===== src/rtl/mem_arbiter_if.sv =====
// Bundle of the fetch, load/store and shared-memory channels around the arbiter.
// The arbiter connects through the slave view; the surrounding core and memory use the master view.
interface mem_arbiter_if;
  logic        ifu_req_valid;
  logic        ifu_req_ready;
  logic [31:0] ifu_addr;
  logic        ifu_resp_valid;
  logic [31:0] ifu_rdata;
  logic        ifu_resp_err;

  logic        lsu_req_valid;
  logic        lsu_req_ready;
  logic [31:0] lsu_addr;
  logic        lsu_wen;
  logic [31:0] lsu_wdata;
  logic [3:0]  lsu_wmask;
  logic        lsu_resp_valid;
  logic [31:0] lsu_rdata;
  logic        lsu_resp_err;

  logic        mem_req_valid;
  logic        mem_req_ready;
  logic [31:0] mem_addr;
  logic        mem_wen;
  logic [31:0] mem_wdata;
  logic [3:0]  mem_wmask;
  logic        mem_resp_valid;
  logic [31:0] mem_rdata;

  modport slave (
    input  ifu_req_valid, ifu_addr,
    input  lsu_req_valid, lsu_addr, lsu_wen, lsu_wdata, lsu_wmask,
    input  mem_req_ready, mem_resp_valid, mem_rdata,
    output ifu_req_ready, ifu_resp_valid, ifu_rdata, ifu_resp_err,
    output lsu_req_ready, lsu_resp_valid, lsu_rdata, lsu_resp_err,
    output mem_req_valid, mem_addr, mem_wen, mem_wdata, mem_wmask
  );

  modport master (
    output ifu_req_valid, ifu_addr,
    output lsu_req_valid, lsu_addr, lsu_wen, lsu_wdata, lsu_wmask,
    output mem_req_ready, mem_resp_valid, mem_rdata,
    input  ifu_req_ready, ifu_resp_valid, ifu_rdata, ifu_resp_err,
    input  lsu_req_ready, lsu_resp_valid, lsu_rdata, lsu_resp_err,
    input  mem_req_valid, mem_addr, mem_wen, mem_wdata, mem_wmask
  );
endinterface


===== src/rtl/mem_arbiter.sv =====
// Two-requester (fetch / load-store) arbiter onto a single-outstanding memory port,
// round-robin on conflict, with a per-transaction response timeout.
module mem_arbiter #(
  parameter int unsigned TIMEOUT = 255
) (
  input  logic          clk,
  input  logic          rst,
  mem_arbiter_if.slave  bus,
  output logic          busy
);

  typedef enum logic [1:0] {IDLE = 2'd0, REQ = 2'd1, WAIT = 2'd2} state_t;
  typedef enum logic [1:0] {OWN_NONE = 2'd0, OWN_IFU = 2'd1, OWN_LSU = 2'd2} owner_t;

  // Timeout fires in the cycle the counter would reach TIMEOUT.
  localparam logic [15:0] TO_LAST = 16'(TIMEOUT - 1);

  state_t      state, state_nxt;
  owner_t      owner, owner_nxt;
  logic        last_lsu;
  logic [15:0] cnt;

  logic        grant;
  logic        pick_lsu;
  logic        expired;
  logic        done;
  logic        abort;

  logic [31:0] lat_addr;
  logic        lat_wen;
  logic [31:0] lat_wdata;
  logic [3:0]  lat_wmask;

  logic        mem_req_valid;

  assign pick_lsu = bus.lsu_req_valid && (!bus.ifu_req_valid || !last_lsu);
  assign expired  = (state != IDLE) && (cnt == TO_LAST);

  always_comb begin
    state_nxt         = state;
    owner_nxt         = owner;
    grant             = 1'b0;
    done              = 1'b0;
    abort             = 1'b0;
    mem_req_valid     = 1'b0;
    bus.ifu_req_ready = 1'b0;
    bus.lsu_req_ready = 1'b0;
    unique case (state)
      IDLE: begin
        if (!rst && (bus.ifu_req_valid || bus.lsu_req_valid)) begin
          grant             = 1'b1;
          bus.ifu_req_ready = !pick_lsu;
          bus.lsu_req_ready = pick_lsu;
          owner_nxt         = pick_lsu ? OWN_LSU : OWN_IFU;
          state_nxt         = REQ;
        end
      end
      REQ: begin
        // Drop the request on abort so memory never accepts an orphaned access.
        if (expired) begin
          abort     = 1'b1;
          owner_nxt = OWN_NONE;
          state_nxt = IDLE;
        end else begin
          mem_req_valid = 1'b1;
          if (bus.mem_req_ready) state_nxt = WAIT;
        end
      end
      WAIT: begin
        if (bus.mem_resp_valid) begin
          done      = 1'b1;
          owner_nxt = OWN_NONE;
          state_nxt = IDLE;
        end else if (expired) begin
          abort     = 1'b1;
          owner_nxt = OWN_NONE;
          state_nxt = IDLE;
        end
      end
      default: begin
        owner_nxt = OWN_NONE;
        state_nxt = IDLE;
      end
    endcase
  end

  always_ff @(posedge clk or posedge rst) begin
    if (rst) begin
      state    <= IDLE;
      owner    <= OWN_NONE;
      last_lsu <= 1'b1;
      cnt      <= '0;
    end else begin
      state <= state_nxt;
      owner <= owner_nxt;
      if (grant) begin
        last_lsu <= pick_lsu;
        cnt      <= '0;
      end else if (state != IDLE) begin
        cnt <= cnt + 16'd1;
      end
    end
  end

  // Request fields are only observed while mem_req_valid is high, so they need no reset.
  always_ff @(posedge clk) begin
    if (grant) begin
      lat_addr  <= pick_lsu ? bus.lsu_addr : bus.ifu_addr;
      lat_wen   <= pick_lsu && bus.lsu_wen;
      lat_wdata <= pick_lsu ? bus.lsu_wdata : 32'd0;
      lat_wmask <= pick_lsu ? bus.lsu_wmask : 4'b0000;
    end
  end

  assign bus.mem_req_valid = mem_req_valid;
  assign bus.mem_addr      = mem_req_valid ? lat_addr  : 32'd0;
  assign bus.mem_wen       = mem_req_valid && lat_wen;
  assign bus.mem_wdata     = mem_req_valid ? lat_wdata : 32'd0;
  assign bus.mem_wmask     = mem_req_valid ? lat_wmask : 4'b0000;

  assign bus.ifu_resp_valid = (done || abort) && (owner == OWN_IFU);
  assign bus.ifu_resp_err   = abort && (owner == OWN_IFU);
  assign bus.ifu_rdata      = (done && (owner == OWN_IFU)) ? bus.mem_rdata : 32'd0;

  assign bus.lsu_resp_valid = (done || abort) && (owner == OWN_LSU);
  assign bus.lsu_resp_err   = abort && (owner == OWN_LSU);
  assign bus.lsu_rdata      = (done && (owner == OWN_LSU)) ? bus.mem_rdata : 32'd0;

  assign busy = (state != IDLE);

endmodule


===== src/flat_wrapper.sv =====
// flat-port wrapper written by rule: the top's interface ports become plain ports
module mem_arbiter_flat 
#(
  parameter int unsigned TIMEOUT = 255
)
  (clk, rst, busy, bus_ifu_req_valid, bus_ifu_addr, bus_lsu_req_valid, bus_lsu_addr, bus_lsu_wen, bus_lsu_wdata, bus_lsu_wmask, bus_mem_req_ready, bus_mem_resp_valid, bus_mem_rdata, bus_ifu_req_ready, bus_ifu_resp_valid, bus_ifu_rdata, bus_ifu_resp_err, bus_lsu_req_ready, bus_lsu_resp_valid, bus_lsu_rdata, bus_lsu_resp_err, bus_mem_req_valid, bus_mem_addr, bus_mem_wen, bus_mem_wdata, bus_mem_wmask);
  mem_arbiter_if bus_i ();
  input  logic clk;
  input  logic rst;
  output logic busy;
  input wire logic [$bits(bus_i.ifu_req_valid)-1:0] bus_ifu_req_valid;
  input wire logic [$bits(bus_i.ifu_addr)-1:0] bus_ifu_addr;
  input wire logic [$bits(bus_i.lsu_req_valid)-1:0] bus_lsu_req_valid;
  input wire logic [$bits(bus_i.lsu_addr)-1:0] bus_lsu_addr;
  input wire logic [$bits(bus_i.lsu_wen)-1:0] bus_lsu_wen;
  input wire logic [$bits(bus_i.lsu_wdata)-1:0] bus_lsu_wdata;
  input wire logic [$bits(bus_i.lsu_wmask)-1:0] bus_lsu_wmask;
  input wire logic [$bits(bus_i.mem_req_ready)-1:0] bus_mem_req_ready;
  input wire logic [$bits(bus_i.mem_resp_valid)-1:0] bus_mem_resp_valid;
  input wire logic [$bits(bus_i.mem_rdata)-1:0] bus_mem_rdata;
  output wire logic [$bits(bus_i.ifu_req_ready)-1:0] bus_ifu_req_ready;
  output wire logic [$bits(bus_i.ifu_resp_valid)-1:0] bus_ifu_resp_valid;
  output wire logic [$bits(bus_i.ifu_rdata)-1:0] bus_ifu_rdata;
  output wire logic [$bits(bus_i.ifu_resp_err)-1:0] bus_ifu_resp_err;
  output wire logic [$bits(bus_i.lsu_req_ready)-1:0] bus_lsu_req_ready;
  output wire logic [$bits(bus_i.lsu_resp_valid)-1:0] bus_lsu_resp_valid;
  output wire logic [$bits(bus_i.lsu_rdata)-1:0] bus_lsu_rdata;
  output wire logic [$bits(bus_i.lsu_resp_err)-1:0] bus_lsu_resp_err;
  output wire logic [$bits(bus_i.mem_req_valid)-1:0] bus_mem_req_valid;
  output wire logic [$bits(bus_i.mem_addr)-1:0] bus_mem_addr;
  output wire logic [$bits(bus_i.mem_wen)-1:0] bus_mem_wen;
  output wire logic [$bits(bus_i.mem_wdata)-1:0] bus_mem_wdata;
  output wire logic [$bits(bus_i.mem_wmask)-1:0] bus_mem_wmask;
  assign bus_i.ifu_req_valid = bus_ifu_req_valid;
  assign bus_i.ifu_addr = bus_ifu_addr;
  assign bus_i.lsu_req_valid = bus_lsu_req_valid;
  assign bus_i.lsu_addr = bus_lsu_addr;
  assign bus_i.lsu_wen = bus_lsu_wen;
  assign bus_i.lsu_wdata = bus_lsu_wdata;
  assign bus_i.lsu_wmask = bus_lsu_wmask;
  assign bus_i.mem_req_ready = bus_mem_req_ready;
  assign bus_i.mem_resp_valid = bus_mem_resp_valid;
  assign bus_i.mem_rdata = bus_mem_rdata;
  assign bus_ifu_req_ready = bus_i.ifu_req_ready;
  assign bus_ifu_resp_valid = bus_i.ifu_resp_valid;
  assign bus_ifu_rdata = bus_i.ifu_rdata;
  assign bus_ifu_resp_err = bus_i.ifu_resp_err;
  assign bus_lsu_req_ready = bus_i.lsu_req_ready;
  assign bus_lsu_resp_valid = bus_i.lsu_resp_valid;
  assign bus_lsu_rdata = bus_i.lsu_rdata;
  assign bus_lsu_resp_err = bus_i.lsu_resp_err;
  assign bus_mem_req_valid = bus_i.mem_req_valid;
  assign bus_mem_addr = bus_i.mem_addr;
  assign bus_mem_wen = bus_i.mem_wen;
  assign bus_mem_wdata = bus_i.mem_wdata;
  assign bus_mem_wmask = bus_i.mem_wmask;
  mem_arbiter #(.TIMEOUT(TIMEOUT)) u_core (.clk(clk), .rst(rst), .bus(bus_i), .busy(busy));
endmodule

===== config.mk =====
export PLATFORM = sky130hd
export DESIGN_NAME = mem_arbiter_flat
export DESIGN_NICKNAME = d
export VERILOG_FILES = /design/src/rtl/mem_arbiter_if.sv /design/src/rtl/mem_arbiter.sv /design/src/flat_wrapper.sv
export SDC_FILE = /design/constraint.sdc
export NUM_CORES = 1
export LEC_CHECK = 0
export ABC_CLOCK_PERIOD_IN_PS = 6700
export CAP_MARGIN = 20
export CORE_UTILIZATION = 42
export DETAILED_ROUTE_END_ITERATION = 10
export GPL_TIMING_DRIVEN = 1
export HOLD_SLACK_MARGIN = 0.1
export PLACE_DENSITY = 0.87
export SLEW_MARGIN = 5
export SYNTH_ARGS = -nofsm -noshare
export SYNTH_HDL_FRONTEND = slang
export SYNTH_SLANG_ARGS = --single-unit

===== constraint.sdc =====
create_clock -name clk -period 6.7 [get_ports clk]
set_input_delay 1.34 -clock clk [delete_from_list [all_inputs] [get_ports clk]]
set_output_delay 1.34 -clock clk [all_outputs]
set_load 0.02 [all_outputs]

Word level (Yosys, flattened, before mapping)
Cells that the tools add are included.
Operators by class
  eq/ne operators: 8
  muxes and demuxes: 32
  reductions and logical operators: 22
  $add $sub $neg: 1
Operator list (count)
  $mux W32: 5
  $mux W16: 2
  $mux W2: 9
  $add A16 B1 Y16 const B: 1
  $eq A16 B8 Y1 const B: 1
  $mux W1: 12
  $pmux W2 S3: 2
  $logic_and A1 B1 Y1: 11
  $ne A3 B2 Y1 const B: 2
  $eq A2 B1 Y1 const B: 2
  $eq A2 B2 Y1 const B: 2
  $logic_not A1 Y1: 4
  $mux W4: 1
  $reduce_bool A2 Y1: 2
  $logic_or A1 B1 Y1: 3
  $reduce_and A3 Y1: 1
  $logic_not A2 Y1: 1
  $ne A2 B1 Y1 const B: 1
  $pmux W1 S2: 1
Word-level totals
  word-level logic and storage cells: 71
  output and inout port bits: 141
  input port bits: 139
  register bits: 90

Longest topological paths before layout
Gate-level depths: netlist (run 1).
  word-level depth: 7
  gate-level depth with buffers: 8
  mapped depth without buffers: 6

Least setup slack after synthesis (run 1)
No wires, ideal clock.
  path kind: in2reg
  start: in rst
  end: reg u_core.lat_addr[0] (enable)
  arrival: 3.205 ns
  buffers on the path: 1
  required time: 6.276 ns
  setup time: 0.424 ns
  path slack: 3.070 ns
  stages: 4
  cells stage by stage: o21bai_1 or2_1 clkbuf_1 inv_1
Between the ends
  longest elaborated chain between the ends: 4
RTL lines
  start, declared: RTL line flat_wrapper.sv:9  | input logic rst;
  $logic_not A1 Y1: RTL line mem_arbiter.sv:50  | if (!rst && (bus.ifu_req_valid || bus.lsu_req_valid)) begin
  $logic_and A1 B1 Y1: RTL line mem_arbiter.sv:50
  $mux W1: RTL line mem_arbiter.sv:50
  $mux W1: RTL line mem_arbiter.sv:48  | unique case (state)
  named net u_core.grant: RTL line mem_arbiter.sv:23  | logic grant;
  end signal, assigned: RTL line mem_arbiter.sv:108  | lat_addr <= pick_lsu ? bus.lsu_addr : bus.ifu_addr;
  end, declared: RTL line mem_arbiter.sv:29  | logic [31:0] lat_addr;
The timed path passes the listed nets, and every way through them passes these cells.
A chain may end at the register's enable or synchronous reset.

Worst setup path in the final report (run 1)
  start: in bus_lsu_req_valid
  end: out bus_lsu_req_ready
Between the ends
  longest elaborated chain between the ends: 4
  elaborated cells on any way between the ends: 5
  classes of those cells: mux (2); reduce/logical (3)
RTL lines
  start, declared: RTL line flat_wrapper.sv:13  | input wire logic [$bits(bus_i.lsu_req_valid)-1:0] bus_lsu_req_valid;
  $logic_or A1 B1 Y1: RTL line mem_arbiter.sv:50
  $logic_and A1 B1 Y1: RTL line mem_arbiter.sv:50
  $mux W1 *: RTL line mem_arbiter.sv:50
  $mux W1 *: RTL line mem_arbiter.sv:48
  end, declared: RTL line flat_wrapper.sv:25  | output wire logic [$bits(bus_i.lsu_req_ready)-1:0] bus_lsu_req_ready;
Mark *: on every way between the ends. The rest lies on a longest branch, timed or not.

==> results.sh, run 1 <==
export IMPL_max_cap_violations=0
export IMPL_pwr_share_seq_pct=34.7
export IMPL_cts_root_buf="clkbuf_16"
export IMPL_rows=39
export IMPL_fin_skew_ns=0.005037
export IMPL_synth_ff_type="edfxtp_1"
export IMPL_p_clk_share_pct=23.6
export IMPL_syn_area_um2=4918
export IMPL_grt_pass1_wl_um=21600
export IMPL_place_ws_ns=1.445
export IMPL_grtUsageTotal_pct=23.78
export IMPL_crit_chain="clkdlybuf4s50_1 > buf_4 > o21bai_1 > or2_1 > nor2_1 > clkdlybuf4s50_1"
export IMPL_p_int_mw=1.523
export IMPL_worstMarginPinSlew_ns=0.8993
export IMPL_cts_repair_resized=0
export IMPL_fill_cells=839
export IMPL_slew_viol_final=0
export IMPL_vias=4522
export IMPL_final_nets=906
export IMPL_layout_drive_gt1_share_pct=3.655
export IMPL_slew_headroom_pct=39.90
export IMPL_setup_viol=0
export IMPL_p_sw_share_pct=32.93
export IMPL_place_hpwl_um=11400
export IMPL_rsz0062_at_grt="no"
export IMPL_die_h_um=110.2
export IMPL_critPathTopFamily="buffers and inverters"
export IMPL_async_flop_share_pct=23.33
export IMPL_initial_core_util_pct=43.07
export IMPL_wl_per_cell_um=16.49
export IMPL_max_stage_delay_ns=0.69
export IMPL_num_io_pins=280
export IMPL_cts_inserted_buffers=9
export IMPL_drt_pass1_iterations=4
export IMPL_post_cts_buffers=0
export IMPL_synth_ff_latch_count=90
export IMPL_ys_seq_area_share_pct=52.84
export IMPL_post_route_min_period_ns=5.267
export IMPL_htreeDepth=3
export IMPL_fin_setup_tns_ns=0
export IMPL_finalCritPeriodShare_pct=78.61
export IMPL_syn_avg_cell_area_um2=9.876
export IMPL_synthDistinctLibCells=39
export IMPL_dieArea_um2=12150
export IMPL_min_path_type="flip-flop to flip-flop"
export IMPL_place_congestion=0.8397
export IMPL_grt_antenna_before_repair=0
export IMPL_yosys_warnings=0
export IMPL_grt_pass1_vias=4380
export IMPL_critPathKind="input port to primary output"
export IMPL_clk_latency_ns=0.33
export IMPL_critPathArrivalTime_ns=3.93
export IMPL_cp_max_fo=40
export IMPL_port_buffers=279
export IMPL_comb_power_share_pct=41.7
export IMPL_syn_to_final_growth_pct=64.26
export IMPL_cts_tree="built"
export IMPL_power_density_nw_per_um2=281.0
export IMPL_wirelength_um=14990
export IMPL_grt_max_degree=72
export IMPL_final_antenna_net_count=0
export IMPL_drcViolationCount=0
export IMPL_syn_nets=643
export IMPL_power_switching_uw=747.4
export IMPL_fin_util_pct=70.75
export IMPL_cts_max_path_buffers=2
export IMPL_p_leak_nw=3.295
export IMPL_startpoint_type="input port"
export IMPL_critPathCaptureType="primary output"
export IMPL_syn_inst=498
export IMPL_timing_fmax_mhz=189.9
export IMPL_placed_area_um2=7759
export IMPL_fin_ws_ns=1.433
export IMPL_dieWidth_um=110.2
export IMPL_synth_edff_count=69
export IMPL_viasPerCell=4.975
export IMPL_peakVddDrop_uv=200.1
export IMPL_status="complete, no violations"
export IMPL_final_hold_viol_count=0
export IMPL_stdcell_area_um2=8079
export IMPL_antenna_cells=0
export IMPL_ctsHoldBuffers=0
export IMPL_cp_slowest_cell="o21bai_1"
export IMPL_core_um2=11420
export IMPL_worst_path_buf_inv=3
export IMPL_cts_clk_slew_worst_paths_ns=0.06
export IMPL_cp_data_required_time_ns=5.36
export IMPL_drtIter0Drc=218
export IMPL_clock_sinks=90
export IMPL_crit_top_cell="clkdlybuf4s50_1"
export IMPL_gr_total_overflow=0
## synthesized netlist by cell type (2+ instances only)
master	count	area share, %
inv_1	9	0.69
nand3_1	14	1.4
nand2_1	109	8.3
o21ai_0	8	0.81
a21oi_1	5	0.51
nor2_1	11	0.84
and4_1	3	0.53
o21bai_1	2	0.31
ha_1	6	1.5
nand2b_1	2	0.25
buf_6	7	1.6
and2_1	134	17
clkbuf_1	24	1.8
edfxtp_1	69	42
xnor2_1	2	0.36
nand4_1	4	0.51
mux2i_1	3	0.61
dfrtp_1	20	10
and3_1	39	5.0
o31ai_1	4	0.61
a22o_1	2	0.36
o211ai_1	2	0.31
buf_2	3	0.31
## power groups by stage
stage,logic [mW],clock network (mW),registers (mW)
6_report,0.947,0.536,0.787
2_1_floorplan,0.554,0,0.787
4_1_cts,0.957,0.543,0.788
5_1_grt,1.02,0.563,0.799
3_5_place_dp,0.953,0,0.799
3_3_place_gp,0.931,0,0.790
## sequential cells by signal, summed over array words and instances, names as in the netlist
name / count
u_core.last_lsu: 1
u_core.owner: 2
u_core.lat_addr: 32
u_core.lat_wdata: 32
u_core.lat_wmask: 4
u_core.state: 2
u_core.lat_wen: 1
u_core.cnt: 16
## placed cells by master, fill, tap and decap left out, drive strengths merged, types with 2 or more instances in the layout
| cell | count |
|---|---|
| and2 | 134 |
| nand2 | 109 |
| and3 | 39 |
| o31ai | 4 |
| ha | 6 |
| clkbuf | 11 |
| o21ai | 9 |
| dfrtp | 20 |
| buf | 7 |
| nor2 | 11 |
| o21bai | 2 |
| mux2i | 3 |
| o211ai | 2 |
| xnor2 | 2 |
| nand3 | 14 |
| clkinv | 2 |
| nand2b | 2 |
| nand4 | 4 |
| bufinv | 2 |
| inv | 9 |
| clkdlybuf4s50 | 279 |
| and4 | 3 |
| a21oi | 5 |
| a22o | 2 |
| edfxtp | 69 |
## cell type report
| class | count | area [um2] | area share [%] |
|---|---|---|---|
| Clock buffer | 11 | 242.7 | 3.004 |
| Tap cell | 143 | 178.9 | 2.215 |
| Timing Repair Buffer | 286 | 2845 | 35.22 |
| Multi-Input combinational cell | 365 | 2102 | 26.02 |
| Clock inverter | 5 | 77.57 | 0.9602 |
| Inverter | 9 | 33.78 | 0.4182 |
| Sequential cell | 90 | 2599 | 32.17 |
## cells by family after synthesis
group                    after synthesis  synth area share, %
AND/OR/NAND/NOR                      325                36.02
flip-flops                            90                52.84
buffers and inverters                 43                4.426
AO/OA/AOI/OAI                         28                4.045
adder cells (fa/ha/maj)                6                1.526
XOR/XNOR                               3               0.5343
multiplexers                           3               0.6106
## final timing paths
check | start | cells after the start | slack (ns) | to
worst max-delay path | bus_lsu_req_valid | 6 | 1.43 | bus_lsu_req_ready
worst min-delay path | u_core.cnt[6] | 1 | 0.51 | u_core.cnt[6]
min in group asynchronous | rst | 2 | 1.54 | u_core.cnt[1]
worst max register to register | u_core.state[1] | 6 | 3.47 | u_core.lat_addr[4]
worst min register to register | u_core.cnt[6] | 1 | 0.51 | u_core.cnt[6]
max in group asynchronous | rst | 2 | 4.66 | u_core.cnt[4]
## stage by stage
step,hold WS [ns],instances,total power [mW]
global placement,0.4657,893,1.722
CTS,0.5140,909,2.288
floorplan,0.4501,498,1.341
finish,0.5122,909,2.270
detailed placement,0.5090,893,1.752
global route,0.5392,909,2.383
## per-layer routing
| layer | vias to the layer above | wire [um] | GRT usage, % | part of all wire [%] |
|---|---|---|---|---|
| li1 | 2193 | - | - | - |
| met1 | 2099 | 5706 | 26.95 | 38 |
| met2 | 209 | 7697 | 42.90 | 51 |
| met3 | 21 | 1278 | 5.996 | 8.5 |
| met4 | 0 | 310 | 9.117 | 2.1 |
| met5 | - | 0 | 0 | 0 |
## worst reg2reg max path: stages (launching register included)
cell and delay, ns:
dfrtp_1 0.44, inv_1 0.11, ha_1 0.46, inv_1 0.17, or2_1 0.46, inv_2 0.75, buf_4 0.49
Note: power is estimated with default switching activity, not from simulation.
==> run 2, diff against run 1 <==
--- a/config.mk
+++ b/config.mk
@@ -5,13 +5,13 @@
 export SDC_FILE = /design/constraint.sdc
 export NUM_CORES = 1
 export LEC_CHECK = 0
-export ABC_CLOCK_PERIOD_IN_PS = 6700
+export ABC_CLOCK_PERIOD_IN_PS = 5300
 export CAP_MARGIN = 20
-export CORE_UTILIZATION = 42
+export CORE_UTILIZATION = 39
 export DETAILED_ROUTE_END_ITERATION = 10
 export GPL_TIMING_DRIVEN = 1
 export HOLD_SLACK_MARGIN = 0.1
-export PLACE_DENSITY = 0.87
+export PLACE_DENSITY = 0.82
 export SLEW_MARGIN = 5
 export SYNTH_ARGS = -nofsm -noshare
 export SYNTH_HDL_FRONTEND = slang
==> constraint.sdc (replaced) <==
create_clock -name clk -period 5.3 [get_ports clk]
set_input_delay 1.06 -clock clk [delete_from_list [all_inputs] [get_ports clk]]
set_output_delay 1.06 -clock clk [all_outputs]
set_load 0.02 [all_outputs]
==> run 2 against run 1 <==
Flip-flop and latch count unchanged. Largest cell class unchanged. Clock skew rose by 0.0021 ns. Clock power is 22% higher. First-iteration DRC count is 46% higher. Critical path depth grew 1. Combinational power rose by 28%. Via count is 0.57% lower. Sequential share of layout area shrank 0.15 points. Design area grew 0.48%. Cell count is 3.0% higher. Critical endpoint is now bus_mem_addr[10]. Clock-buffer cell count is 1 lower. Power grew 26%.
==> results.sh, run 2 (synthesis results as in run 1) <==
export IMPL_status="complete, no violations"
export IMPL_worstMarginPinSlew_ns=0.8140
export IMPL_dieArea_um2=13060
export IMPL_port_buffers=279
export IMPL_slew_viol_final=0
export IMPL_cts_repair_resized=0
export IMPL_final_antenna_net_count=0
export IMPL_finalCritPeriodShare_pct=83.06
export IMPL_fill_cells=958
export IMPL_rows=40
export IMPL_cts_inserted_buffers=9
export IMPL_startpoint_type="flip-flop"
export IMPL_hold_depth=1
export IMPL_slew_headroom_pct=45.67
export IMPL_p_leak_nw=3.302
export IMPL_min_to="u_core.cnt[6]"
export IMPL_critPathKind="flip-flop to primary output"
export IMPL_critPathTopFamily="buffers and inverters"
export IMPL_antenna_cells=0
export IMPL_htreeDepth=3
export IMPL_critPathCaptureType="primary output"
export IMPL_vias=4496
export IMPL_max_stage_delay_ns=0.63
export IMPL_grt_pass1_wl_um=23140
export IMPL_critPathArrivalTime_ns=3.34
export IMPL_dieWidth_um=114.3
export IMPL_layout_drive_gt1_share_pct=4.036
export IMPL_timing_fmax_mhz=227.2
export IMPL_cp_max_fo=40
export IMPL_num_io_pins=280
export IMPL_viasPerCell=4.803
export IMPL_power_switching_uw=974.3
export IMPL_final_nets=908
export IMPL_grt_pass1_vias=4468
export IMPL_cts_max_path_buffers=2
export IMPL_r2r_slack_ns=2.09
export IMPL_p_clk_share_pct=22.9
export IMPL_fin_setup_tns_ns=0
export IMPL_crit_chain="inv_1 > ha_1 > nor4b_4 > a41oi_4 > buf_4 > and2_1 > clkdlybuf4s50_1"
export IMPL_drcViolationCount=0
export IMPL_wl_per_cell_um=16.57
export IMPL_rr_endpoint="u_core.lat_wdata[31]"
export IMPL_cp_data_required_time_ns=4.24
export IMPL_setup_viol=0
export IMPL_worstRegToRegCells=6
export IMPL_gr_total_overflow=0
export IMPL_layout_commonest_cell="clkdlybuf4s50_1"
export IMPL_rsz0062_at_grt="no"
export IMPL_post_cts_buffers=0
export IMPL_drt_pass1_iterations=4
export IMPL_core_um2=12160
export IMPL_fin_util_pct=66.75
export IMPL_place_congestion=0.8304
export IMPL_cts_tree="built"
export IMPL_peakVddDrop_uv=198.2
export IMPL_cp_slowest_cell="a41oi_4"
export IMPL_worstHoldStart="u_core.cnt[6]"
export IMPL_regArea_um2=2599
export IMPL_clk_latency_ns=0.34
export IMPL_clock_sinks=90
export IMPL_p_sw_share_pct=34.03
export IMPL_comb_power_share_pct=42.2
export IMPL_ctsHoldBuffers=0
export IMPL_worst_path_buf_inv=3
export IMPL_syn_to_final_growth_pct=65.05
export IMPL_max_cap_violations=0
export IMPL_grt_antenna_before_repair=0
export IMPL_power_density_nw_per_um2=352.7
export IMPL_fin_cells=936
export IMPL_multi_input_area_um2=2102
export IMPL_grtUsageTotal_pct=23.55
export IMPL_cts_root_buf="clkbuf_16"
export IMPL_wirelength_um=15510
export IMPL_post_route_min_period_ns=4.402
export IMPL_final_hold_viol_count=0
export IMPL_cts_clk_slew_worst_paths_ns=0.07
export IMPL_reg_largest_list="u_core.lat_addr: 32 flops, u_core.lat_wdata: 32 flops, u_core.cnt: 16 flops"
export IMPL_place_hpwl_um=11820
export IMPL_fin_skew_ns=0.007155
export IMPL_place_inst=920
export IMPL_p_int_mw=1.889
export IMPL_pwr_share_seq_pct=34.8
export IMPL_min_path_type="flip-flop to flip-flop"
export IMPL_mostFrequentLayoutCells="279 x clkdlybuf4s50_1, 134 x and2_1, 109 x nand2_1, 69 x edfxtp_1, 39 x and3_1"
export IMPL_die_h_um=114.3
export IMPL_initial_core_util_pct=40.44
export IMPL_worst_r2r_startpoint="u_core.state[1]"
export IMPL_drtIter0Drc=319
export IMPL_grt_max_degree=41
export IMPL_fin_total_pwr_mw=2.863
==> run 2: cell count changes in the layout (fill, tap and decap cells not counted), sizes merged <==
cell,before,now
clkinv,2,3
inv,9,11
clkbuf,11,10
bufinv,2,1
buf,7,9
clkinvlp,1,0
==> run 2: how the worst max path moves through the flow <==
stage | startpoint | end | depth (start not counted)
6_report | u_core.state[1] | bus_mem_addr[10] | 7
3_5_place_dp | rst | bus_lsu_req_ready | 6
2_1_floorplan | rst | u_core.lat_addr[0] | 4
4_1_cts | u_core.state[1] | bus_mem_addr[7] | 7
3_3_place_gp | rst | bus_ifu_req_ready | 6
5_1_grt | u_core.state[1] | bus_mem_addr[10] | 7
==> run 2: per-stage QoR <==
| step | setup WS, ns | hold WS [ns] | cell area [um2] |
|---|---|---|---|
| 2_1_floorplan | 1.950 | 0.4501 | 4918 |
| 3_3_place_gp | 1.044 | 0.4665 | 7805 |
| 3_5_place_dp | 1.054 | 0.5201 | 7805 |
| 4_1_cts | 0.7983 | 0.5304 | 8118 |
| 5_1_grt | 0.5837 | 0.5490 | 8118 |
| 6_report | 0.8977 | 0.5309 | 8118 |
==> run 2: power groups by stage <==
stage | Combinational, mW | Clock [mW] | Sequential [mW]
finish | 1.21 | 0.656 | 0.997
global route | 1.30 | 0.694 | 1.01
CTS | 1.23 | 0.669 | 0.998
detailed placement | 1.22 | 0 | 1.01
global placement | 1.19 | 0 | 1.00
floorplan | 0.700 | 0 | 0.995
==> run 2: area by class of cell <==
cell class                 instances  share of cell area (%)
clock buffer                      10                   2.944
clock inverter                     6                  0.9094
inverter                           9                  0.4162
multi-input combinational        365                   25.89
sequential                        90                   32.01
tap                              168                   2.589
timing repair buffer             288                   35.23
==> run 2: layer usage <==
metal | part of all wire [%] | track usage (%) | wire (um)
met5 | 0 | 0 | 0
met4 | 1.6 | 7.273 | 247
met3 | 7.7 | 6.353 | 1197
met2 | 53 | 44.36 | 8222
met1 | 38 | 25.53 | 5837
==> run 3, diff against run 2 <==
--- a/config.mk
+++ b/config.mk
@@ -5,7 +5,7 @@
 export SDC_FILE = /design/constraint.sdc
 export NUM_CORES = 1
 export LEC_CHECK = 0
-export ABC_CLOCK_PERIOD_IN_PS = 5300
+export ABC_CLOCK_PERIOD_IN_PS = 4450
 export CAP_MARGIN = 20
 export CORE_UTILIZATION = 39
 export DETAILED_ROUTE_END_ITERATION = 10
==> constraint.sdc (replaced) <==
create_clock -name clk -period 4.45 [get_ports clk]
set_input_delay 0.89 -clock clk [delete_from_list [all_inputs] [get_ports clk]]
set_output_delay 0.89 -clock clk [all_outputs]
set_load 0.02 [all_outputs]
==> run 3 against run 2 <==
Clock power increased by 21%. Critical path depth is the same. Design area is 0.25% higher.
==> results.sh, run 3 (synthesis results as in run 1) <==
export IMPL_critPathKind="flip-flop to primary output"
export IMPL_holdWs_ns=0.5011
export IMPL_worstHoldStart="u_core.cnt[6]"
export IMPL_status="complete, no violations"
export IMPL_gr_total_overflow=0
export IMPL_vias=4456
export IMPL_post_route_min_period_ns=3.925
export IMPL_cts_clk_slew_worst_paths_ns=0.06
export IMPL_fin_skew_ns=0.005161
export IMPL_clock_sinks=90
export IMPL_dieWidth_um=114.3
export IMPL_max_cap_violations=0
export IMPL_cts_inserted_buffers=9
export IMPL_worst_r2r_startpoint="u_core.state[1]"
export IMPL_grt_pass1_vias=4525
export IMPL_cp_max_fo=13
export IMPL_die_h_um=114.3
export IMPL_initial_core_util_pct=40.44
export IMPL_ctsHoldBuffers=0
export IMPL_slew_headroom_pct=44.43
export IMPL_critPathCaptureType="primary output"
export IMPL_layout_commonest_cell="clkdlybuf4s50_1"
export IMPL_wl_per_cell_um=16.49
export IMPL_fin_setup_tns_ns=0
export IMPL_syn_to_final_growth_pct=65.45
export IMPL_drtIter0Drc=220
export IMPL_peakVddDrop_uv=213.8
export IMPL_fin_cells=938
export IMPL_final_antenna_net_count=0
export IMPL_cts_tree="built"
export IMPL_num_io_pins=280
export IMPL_viasPerCell=4.751
export IMPL_post_cts_buffers=0
export IMPL_min_path_type="flip-flop to flip-flop"
export IMPL_final_hold_viol_count=0
export IMPL_timing_fmax_mhz=254.8
export IMPL_port_buffers=279
export IMPL_rows=40
export IMPL_fin_util_pct=66.91
export IMPL_cp_data_required_time_ns=3.56
export IMPL_rsz0062_at_grt="no"
export IMPL_htreeDepth=3
export IMPL_cts_max_path_buffers=2
export IMPL_p_leak_nw=3.307
export IMPL_place_hpwl_um=11790
export IMPL_place_congestion=0.8540
export IMPL_clk_latency_ns=0.34
export IMPL_worstMarginPinSlew_ns=0.8326
export IMPL_grt_antenna_before_repair=1
export IMPL_final_nets=909
export IMPL_grt_pass1_wl_um=23170
export IMPL_layout_drive_gt1_share_pct=3.901
export IMPL_critPathArrivalTime_ns=3.03
export IMPL_power_density_nw_per_um2=422.3
export IMPL_drcViolationCount=0
export IMPL_startpoint_type="flip-flop"
export IMPL_cts_root_buf="clkbuf_16"
export IMPL_mostFrequentLayoutCells="279 x clkdlybuf4s50_1, 134 x and2_1, 109 x nand2_1, 69 x edfxtp_1, 39 x and3_1"
export IMPL_slew_viol_final=0
export IMPL_place_inst=921
export IMPL_grtUsageTotal_pct=23.50
export IMPL_dieArea_um2=13060
export IMPL_cts_repair_resized=0
export IMPL_setup_viol=0
export IMPL_wirelength_um=15470
export IMPL_reg_largest_list="u_core.lat_addr: 32 flops, u_core.lat_wdata: 32 flops, u_core.cnt: 16 flops"
export IMPL_cp_startpoint="u_core.state[1]"
export IMPL_drt_pass1_iterations=4
export IMPL_finalCritPeriodShare_pct=88.20
export IMPL_core_um2=12160
export IMPL_grt_max_degree=55
[run 3: cell type report]
class                   count  area, um2
well taps                 168      210.2
flip-flops and latches     90       2599
clock inverters             6      81.33
fillers                   916       4024
inverters                   9      33.78
multi-input cells         365       2102
clock buffers              10      229.0
diodes                      1      2.502
repair buffers            289       2880
[run 3: final timing paths]
kind,endpoint,slack (ns),depth (start not counted)
worst min-delay path,u_core.cnt[6],0.50,1
max in group asynchronous,u_core.cnt[5],2.89,2
worst max register to register,u_core.lat_wdata[21],1.63,6
min in group asynchronous,u_core.cnt[15],1.05,2
worst max-delay path,bus_ifu_resp_valid,0.53,7
worst min register to register,u_core.cnt[6],0.50,1
[run 3: metrics by stage]
stage	total power [mW]	cell area (um2)	setup slack [ns]
after floorplan	2.019	4918	1.270
after global placement	2.631	7825	0.7081
after detailed placement	2.672	7825	0.6853
after CTS	3.469	8135	0.5082
after global routing	3.608	8138	0.3374
final	3.436	8138	0.5251
[run 3: routing by layer]
metal / share of wire [%] / global-route usage, % / wire length, um
met1: 38 / 25.67 / 5892
met2: 52 / 42.75 / 7976
met3: 7.6 / 6.882 / 1174
met4: 2.8 / 9.177 / 426
met5: 0 / 0 / 0
[run 3: worst max-delay path, cell delays in order, from the launching register on]
cell and delay, ns:
dfrtp_1 0.45, inv_1 0.09, ha_1 0.37, nor4b_4 0.42, and4_1 0.33, nand3b_1 0.16, a21oi_1 0.24, clkdlybuf4s50_1 0.65
[run 3: report_power, final]
| part | leakage [nW] | switching [mW] | total [mW] | internal, mW |
|---|---|---|---|---|
| combinational | 2.22 | 0.777 | 1.46 | 0.681 |
| clock | 0.150 | 0.306 | 0.794 | 0.488 |
| sequential | 0.934 | 0.0646 | 1.18 | 1.12 |
